`src/rtl/receive_pixel_if.sv`:
```
// Pixel output handshake between the UART pixel receiver and the frame logic.
// The receiver (master) presents a pixel with valid_out; the sink answers with ready_in.
interface receive_pixel_if;
    logic [11:0] pixel;
    logic        valid_out;
    logic        ready_in;

    modport master (output pixel, output valid_out, input ready_in);
    modport slave  (input pixel, input valid_out, output ready_in);
endinterface

```
`src/rtl/receive_pixel.sv`:
```
// UART (8N1) receiver that rebuilds 12-bit pixels from a high byte {0000, hi[3:0]}
// followed by a low byte, and offers each pixel on a valid/ready handshake.
module receive_pixel #(
    parameter int CLK_FREQ     = 50_000_000,
    parameter int BAUD_RATE    = 115200,
    parameter int TIMEOUT_BITS = 20
) (
    input  logic            clk,
    input  logic            rst,
    input  logic            uart_in,
    receive_pixel_if.master pix_if,
    output logic            frame_err,
    output logic            overrun
);
    localparam int CLKS_PER_BIT   = CLK_FREQ / BAUD_RATE;
    localparam int HALF_BIT       = CLKS_PER_BIT / 2;
    localparam int TIMEOUT_CYCLES = TIMEOUT_BITS * CLKS_PER_BIT;
    localparam int CNT_W          = $clog2(CLKS_PER_BIT);
    localparam int TO_W           = $clog2(TIMEOUT_CYCLES + 1);

    // The start-detect cycle in IDLE counts as the first cycle of the half bit,
    // so the counter enters START at 1 and the mid-start sample lands HALF_BIT
    // cycles after the edge leaves the synchroniser.
    localparam logic [CNT_W-1:0] HALF_LAST = CNT_W'(HALF_BIT - 1);
    localparam logic [CNT_W-1:0] BIT_LAST  = CNT_W'(CLKS_PER_BIT - 1);
    localparam logic [TO_W-1:0]  TO_LAST   = TO_W'(TIMEOUT_CYCLES - 1);

    typedef enum logic [2:0] {
        ST_IDLE,
        ST_START,
        ST_DATA,
        ST_STOP,
        ST_WAIT_HIGH
    } state_t;

    logic             sync1_q, sync1_d;
    logic             rx_s_q, rx_s_d;
    state_t           state_q, state_d;
    logic [CNT_W-1:0] clk_cnt_q, clk_cnt_d;
    logic [2:0]       bit_cnt_q, bit_cnt_d;
    logic [7:0]       shift_q, shift_d;
    logic             phase_lo_q, phase_lo_d;
    logic [3:0]       hi_nib_q, hi_nib_d;
    logic [TO_W-1:0]  to_cnt_q, to_cnt_d;
    logic [11:0]      pixel_q, pixel_d;
    logic             valid_q, valid_d;
    logic             frame_err_q, frame_err_d;
    logic             overrun_q, overrun_d;
    logic             byte_done;
    logic             stop_bad;
    logic             pixel_done;

    // Bit-level receive FSM: start validation, 8 data samples, stop check.
    always_comb begin
        sync1_d   = uart_in;
        rx_s_d    = sync1_q;
        state_d   = state_q;
        clk_cnt_d = clk_cnt_q;
        bit_cnt_d = bit_cnt_q;
        shift_d   = shift_q;
        byte_done = 1'b0;
        stop_bad  = 1'b0;
        case (state_q)
            ST_IDLE: begin
                if (!rx_s_q) begin
                    state_d   = ST_START;
                    clk_cnt_d = CNT_W'(1);
                    bit_cnt_d = 3'd0;
                end
            end
            ST_START: begin
                if (clk_cnt_q == HALF_LAST) begin
                    clk_cnt_d = '0;
                    state_d   = rx_s_q ? ST_IDLE : ST_DATA;
                end else begin
                    clk_cnt_d = clk_cnt_q + CNT_W'(1);
                end
            end
            ST_DATA: begin
                if (clk_cnt_q == BIT_LAST) begin
                    clk_cnt_d = '0;
                    shift_d   = {rx_s_q, shift_q[7:1]};
                    bit_cnt_d = bit_cnt_q + 3'd1;
                    if (bit_cnt_q == 3'd7) begin
                        state_d = ST_STOP;
                    end
                end else begin
                    clk_cnt_d = clk_cnt_q + CNT_W'(1);
                end
            end
            ST_STOP: begin
                if (clk_cnt_q == BIT_LAST) begin
                    clk_cnt_d = '0;
                    if (rx_s_q) begin
                        byte_done = 1'b1;
                        state_d   = ST_IDLE;
                    end else begin
                        stop_bad = 1'b1;
                        state_d  = ST_WAIT_HIGH;
                    end
                end else begin
                    clk_cnt_d = clk_cnt_q + CNT_W'(1);
                end
            end
            ST_WAIT_HIGH: begin
                if (rx_s_q) begin
                    state_d = ST_IDLE;
                end
            end
            default: begin
                state_d = ST_IDLE;
            end
        endcase
    end

    // Byte pairing: high nibble first, then the low byte; abandon on error or idle timeout.
    always_comb begin
        phase_lo_d = phase_lo_q;
        hi_nib_d   = hi_nib_q;
        to_cnt_d   = to_cnt_q;
        pixel_done = 1'b0;
        if (stop_bad) begin
            phase_lo_d = 1'b0;
            hi_nib_d   = 4'd0;
            to_cnt_d   = '0;
        end else if (byte_done) begin
            if (phase_lo_q) begin
                pixel_done = 1'b1;
                phase_lo_d = 1'b0;
            end else if (shift_q[7:4] == 4'd0) begin
                hi_nib_d   = shift_q[3:0];
                phase_lo_d = 1'b1;
                to_cnt_d   = '0;
            end
        end else if (phase_lo_q && (state_q == ST_IDLE)) begin
            if (to_cnt_q == TO_LAST) begin
                phase_lo_d = 1'b0;
                hi_nib_d   = 4'd0;
                to_cnt_d   = '0;
            end else begin
                to_cnt_d = to_cnt_q + TO_W'(1);
            end
        end
    end

    // Output holding register: load when empty or draining, otherwise drop and flag overrun.
    always_comb begin
        pixel_d     = pixel_q;
        valid_d     = valid_q && !pix_if.ready_in;
        overrun_d   = 1'b0;
        frame_err_d = stop_bad;
        if (pixel_done) begin
            if (!valid_q || pix_if.ready_in) begin
                pixel_d = {hi_nib_q, shift_q};
                valid_d = 1'b1;
            end else begin
                overrun_d = 1'b1;
            end
        end
    end

    // State registers with asynchronous active-low reset; the line synchroniser idles high.
    always_ff @(posedge clk or negedge rst) begin
        if (!rst) begin
            sync1_q     <= 1'b1;
            rx_s_q      <= 1'b1;
            state_q     <= ST_IDLE;
            clk_cnt_q   <= '0;
            bit_cnt_q   <= 3'd0;
            shift_q     <= 8'd0;
            phase_lo_q  <= 1'b0;
            hi_nib_q    <= 4'd0;
            to_cnt_q    <= '0;
            pixel_q     <= 12'd0;
            valid_q     <= 1'b0;
            frame_err_q <= 1'b0;
            overrun_q   <= 1'b0;
        end else begin
            sync1_q     <= sync1_d;
            rx_s_q      <= rx_s_d;
            state_q     <= state_d;
            clk_cnt_q   <= clk_cnt_d;
            bit_cnt_q   <= bit_cnt_d;
            shift_q     <= shift_d;
            phase_lo_q  <= phase_lo_d;
            hi_nib_q    <= hi_nib_d;
            to_cnt_q    <= to_cnt_d;
            pixel_q     <= pixel_d;
            valid_q     <= valid_d;
            frame_err_q <= frame_err_d;
            overrun_q   <= overrun_d;
        end
    end

    assign pix_if.pixel     = pixel_q;
    assign pix_if.valid_out = valid_q;
    assign frame_err        = frame_err_q;
    assign overrun          = overrun_q;
endmodule

```
`src/flat_wrapper.sv`:
```
// flat-port wrapper written by rule: the top's interface ports become plain ports
module receive_pixel_flat 
#(
    parameter int CLK_FREQ     = 50_000_000,
    parameter int BAUD_RATE    = 115200,
    parameter int TIMEOUT_BITS = 20
)
  (clk, rst, uart_in, frame_err, overrun, pix_if_pixel, pix_if_valid_out, pix_if_ready_in);
  receive_pixel_if pix_if_i ();
  input  logic clk;
  input  logic rst;
  input  logic uart_in;
  output logic frame_err;
  output logic overrun;
  output wire logic [$bits(pix_if_i.pixel)-1:0] pix_if_pixel;
  output wire logic [$bits(pix_if_i.valid_out)-1:0] pix_if_valid_out;
  input wire logic [$bits(pix_if_i.ready_in)-1:0] pix_if_ready_in;
  assign pix_if_pixel = pix_if_i.pixel;
  assign pix_if_valid_out = pix_if_i.valid_out;
  assign pix_if_i.ready_in = pix_if_ready_in;
  receive_pixel #(.CLK_FREQ(CLK_FREQ), .BAUD_RATE(BAUD_RATE), .TIMEOUT_BITS(TIMEOUT_BITS)) u_core (.clk(clk), .rst(rst), .uart_in(uart_in), .pix_if(pix_if_i), .frame_err(frame_err), .overrun(overrun));
endmodule
```
`config.mk`:
```
export PLATFORM = sky130hd
export DESIGN_NAME = receive_pixel_flat
export DESIGN_NICKNAME = d
export VERILOG_FILES = /design/src/rtl/receive_pixel_if.sv /design/src/rtl/receive_pixel.sv /design/src/flat_wrapper.sv
export SDC_FILE = /design/constraint.sdc
export NUM_CORES = 1
export LEC_CHECK = 0
export ABC_AREA = 1
export CAP_MARGIN = 20
export CORE_ASPECT_RATIO = 0.9
export CORE_UTILIZATION = 48
export DETAILED_ROUTE_END_ITERATION = 8
export PLACE_DENSITY = 0.66
export SETUP_SLACK_MARGIN = 0.1
export SYNTH_ARGS = -nofsm -noshare
export SYNTH_HDL_FRONTEND = slang
export SYNTH_SLANG_ARGS = --single-unit
```
`constraint.sdc`:
```
create_clock -name clk -period 2.6 [get_ports clk]
set_clock_uncertainty 0.2 [all_clocks]
set_input_delay 0.52 -clock clk [delete_from_list [all_inputs] [get_ports clk]]
set_output_delay 0.52 -clock clk [all_outputs]
set_load 0.03 [all_outputs]
```
==> run_summary.xml <==
<?xml version="1.0" encoding="UTF-8"?>
<metrics>
  <group name="layout">
    <metric name="finalNonFillerCells" unit="">560</metric>
    <metric name="layout-area-overhead-vs-synth" unit="%">15.1</metric>
    <metric name="final.fill_count" unit="">622</metric>
    <metric name="fraction_of_layout_cells_with_a_size_suffix_above_1" unit="%">11.7</metric>
    <metric name="antenna_cells" unit="">0</metric>
    <metric name="post-route-util" unit="%">57.3</metric>
    <metric name="design.final.nets" unit="">475</metric>
  </group>
  <group name="synth">
    <metric name="post_synth_num_cell_types" unit="">31</metric>
    <metric name="yosys_warnings" unit="">0</metric>
    <metric name="ys_async_sr_fraction" unit="%">100</metric>
    <metric name="synth_sequential_area_ratio" unit="%">45.1</metric>
    <metric name="postSynthAreaPerCell" unit="um2">7.43</metric>
    <metric name="yosys-top-cells-count" unit="">nand2_1, dfrtp_1, nor2_1</metric>
    <metric name="synth_most_common_cell" unit="">nand2_1</metric>
    <metric name="top_flip_flop_cell_by_instance_count_after_synthesis" unit="">dfrtp_1</metric>
    <metric name="ys_seq_elements" unit="">59</metric>
    <metric name="netlist_instances" unit="">441</metric>
    <metric name="synth_enable_flop_cells" unit="">0</metric>
    <metric name="post_synth_main_area_contributors" unit="">dfrtp_1, nand2_1, nor2_1</metric>
    <metric name="synth_fp_nets" unit="">451</metric>
    <metric name="post-synth-top-area-fraction" unit="%">43.5</metric>
    <metric name="synth_area" unit="mm2">0.00328</metric>
    <metric name="synth_top_area_cell" unit="">dfrtp_1</metric>
  </group>
  <group name="setup_path">
    <metric name="path_depth" unit="">11</metric>
    <metric name="critPathLaunchType" unit="">register</metric>
    <metric name="worst_path_largest_cell_delay" unit="ns">0.40</metric>
    <metric name="critical_path_type" unit="">reg2reg</metric>
    <metric name="path_max_fanout" unit="">20</metric>
    <metric name="cp.buffers_inverters" unit="">2</metric>
    <metric name="critPathRequiredTime" unit="ns">2.62</metric>
    <metric name="setup.worst_path.end_class" unit="">register</metric>
    <metric name="cp_data_arrival_time" unit="ns">2.26</metric>
    <metric name="path_delay_family" unit="">simple AND/OR/NAND/NOR gates</metric>
    <metric name="worst-r2r-cell-count" unit="">11</metric>
    <metric name="crit_path_cell_trace" unit="">inv_1 &gt; ha_1 &gt; nand2_1 &gt; inv_1 &gt; nand2_1 &gt; nor2_8 &gt; nand3_4 &gt; nor2_4 &gt; nand2_2 &gt; nand2_2 &gt; o21ai_2</metric>
    <metric name="slowest_stage" unit="">dfrtp_1</metric>
  </group>
  <group name="cts">
    <metric name="root_buffer" unit="">clkbuf_8</metric>
    <metric name="cts_buffers" unit="">9</metric>
    <metric name="clock-sinks" unit="">59</metric>
    <metric name="clock_tree.buffer_depth" unit="">2</metric>
    <metric name="htreeDepth" unit="">3</metric>
    <metric name="cts_post_setup_buffers_inserted" unit="">0</metric>
    <metric name="tritoncts" unit="">yes</metric>
    <metric name="clk_lat_worst_skew" unit="ns">0.35</metric>
    <metric name="clk_transition_reported_paths" unit="ns">0.07</metric>
  </group>
  <group name="detailed_routing">
    <metric name="num_vias" unit="">2732</metric>
    <metric name="detail_route.wirelength" unit="um">7050</metric>
    <metric name="first_pass_iters" unit="">4</metric>
    <metric name="viasPerCell" unit="">4.88</metric>
    <metric name="mean_routed_wirelength_per_cell" unit="um">12.6</metric>
    <metric name="drt_iter0_drc" unit="">180</metric>
    <metric name="detail-route-antenna-nets" unit="">0</metric>
    <metric name="drt_drc_violations_left" unit="">0</metric>
  </group>
  <group name="grt">
    <metric name="grt_start_max_net_pins" unit="">28</metric>
    <metric name="global_route.usage.total" unit="%">22.2</metric>
    <metric name="grt_antenna_before_repair" unit="">0</metric>
    <metric name="grt_pass1_wl" unit="um">11900</metric>
    <metric name="grt_pass1_vias" unit="">2505</metric>
    <metric name="grt.overflow.total" unit="">0</metric>
  </group>
  <group name="sta">
    <metric name="worstMarginPinSlew" unit="ns">0.838</metric>
    <metric name="finalHoldWorstSlack" unit="ns">0.157</metric>
    <metric name="worst_slew_margin_rel" unit="%">43.9</metric>
    <metric name="setup_viol" unit="">0</metric>
    <metric name="post-route-min-period" unit="ns">2.24</metric>
    <metric name="finalCritPeriodShare" unit="%">86.2</metric>
    <metric name="clock.fmax" unit="MHz">446</metric>
    <metric name="final-max-slew-violation-count" unit="">0</metric>
    <metric name="finalHoldViolCount" unit="">0</metric>
    <metric name="final_critical_path_setup_slack" unit="ns">0.358</metric>
    <metric name="setup_total_negative_slack" unit="ns">0</metric>
    <metric name="rsz0062_at_grt" unit="">false</metric>
  </group>
  <group name="floorplan">
    <metric name="die_w" unit="um">89.1</metric>
    <metric name="core_area" unit="mm2">0.00659</metric>
    <metric name="floorplan_die_area" unit="mm2">0.00716</metric>
    <metric name="floorplan.initialDensity" unit="%">49.8</metric>
    <metric name="pin_count" unit="">19</metric>
    <metric name="die_y" unit="um">80.4</metric>
    <metric name="cell_rows" unit="">28</metric>
  </group>
  <group name="placement">
    <metric name="gp_congestion" unit="">0.896</metric>
    <metric name="placement_setup_slack" unit="ns">0.355</metric>
    <metric name="dpl.cell_count" unit="">543</metric>
    <metric name="post-dp-hpwl" unit="um">5050</metric>
    <metric name="io_buffers" unit="">18</metric>
  </group>
  <group name="power_and_ir_drop">
    <metric name="power.density_cell_area" unit="mW/mm2">507</metric>
    <metric name="worst_ir_drop_vdd" unit="V">0.000251</metric>
    <metric name="power_leakage" unit="nW">1.86</metric>
  </group>
  <group name="hold_path">
    <metric name="holdCritPathClass" unit="">reg2reg</metric>
    <metric name="whs_path_depth" unit="">0</metric>
  </group>
  <group name="job">
    <metric name="maxCapViolations" unit="">0</metric>
  </group>
  <group name="status">
    <metric name="run_status" unit="">finished, final reports clean</metric>
  </group>
</metrics>
## cell usage in the layout (no fill, tap or decap)
cell             count
o211ai_1             1
clkinv_4             1
nand2_2             12
clkinv_2             3
nand4_2              1
nand3b_1             1
nand2_1            131
a21oi_1             12
nor2_1              56
nor2_2               2
xor2_1               2
nor3_1               6
dfstp_2              2
buf_2                1
bufinv_16            2
clkdlybuf4s50_1     17
buf_4                2
o21ai_1              6
nand3_1             37
ha_1                 6
nor2_8               1
inv_1               53
clkbuf_8            10
nor3_2               1
nor2_4               2
nand3_4              1
inv_6                1
o21a_1               1
o21ai_2              8
inv_2                3
nand2_4              1
nand4_1              6
dlygate4sd3_1        1
dfrtp_1             57
buf_12               1
o21ai_0             22
## stage by stage
step                      instance area (um2)  power [mW]
after floorplan                          3280       0.942
after global placement                   3540       0.969
after detailed placement                 3540       0.970
after CTS                                3770        1.94
after global routing                     3770        1.98
final                                    3770        1.91
## worst reg2reg max path, cell delays in order (launching register included)
cell     delay, ns
dfrtp_1       0.40
inv_1         0.10
ha_1          0.14
nand2_1       0.05
inv_1         0.05
nand2_1       0.13
nor2_8        0.21
nand3_4       0.15
nor2_4        0.16
nand2_2       0.31
nand2_2       0.16
o21ai_2       0.06
## power breakdown
group | switching (mW) | internal (mW) | total, mW | leakage (nW)
clock | 0.396 | 0.567 | 0.963 | 0.117
sequential | 0.00248 | 0.920 | 0.923 | 0.798
combinational | 0.0203 | 0.00856 | 0.0289 | 0.941
## final cells by class
type / count / area [um2] / share of cell area [%]
timing repair buffer: 22 / 220 / 5.84
multi-input combinational: 316 / 1520 / 40.3
clock buffer: 10 / 138 / 3.65
clock inverter: 6 / 87.6 / 2.32
tap: 90 / 113 / 2.98
sequential: 59 / 1480 / 39.2
inverter: 57 / 215 / 5.70
## final timing paths
check                                    startpoint                     end  slack [ns]
worst max-delay path            u_core.clk_cnt_q[1]  u_core.pix_if.pixel[7]        0.36
worst min-delay path                  u_core.rx_s_d           u_core.rx_s_q        0.16
worst max register to register  u_core.clk_cnt_q[1]  u_core.pix_if.pixel[7]        0.36
worst min register to register        u_core.rx_s_d           u_core.rx_s_q        0.16
max in group asynchronous                       rst           u_core.rx_s_q        1.07
min in group asynchronous                       rst     u_core.clk_cnt_q[4]        0.48
## registers in the layout, summed over array words and instances, names as in the netlist, 3 cells and up
name and cells:
u_core.to_cnt_q 14, u_core.state_q 3, u_core.clk_cnt_q 9, u_core.shift_q 8, u_core.pix_if.pixel 12, u_core.hi_nib_q 4
u_core.bit_cnt_q 3
## per-layer routing
layer / track usage, % / routed length [um] / up-vias / share of wire [%]
li1: - / - / 1436 / -
met1: 31.6 / 3570 / 1219 / 51
met2: 32.7 / 3080 / 71 / 44
met4: 6.19 / 74 / 0 / 1.1
met3: 6.17 / 327 / 6 / 4.6
met5: 0 / 0 / - / 0
## cells by family after synthesis
kind of cell             Yosys count  share of synthesized area (%)
buffers and inverters             66                           8.47
adder cells (fa/ha/maj)            6                           2.29
AND/OR/NAND/NOR                  258                           34.9
flip-flops                        59                           45.1
AO/OA/AOI/OAI                     50                           8.70
XOR/XNOR                           2                          0.534
## what timing repair did
action,CTS,global route
endpoints found under the hold margin,18,0
hold buffers,1,0
gates resized for setup,0,0
No activity file was read; power rests on OpenSTA's default activity.
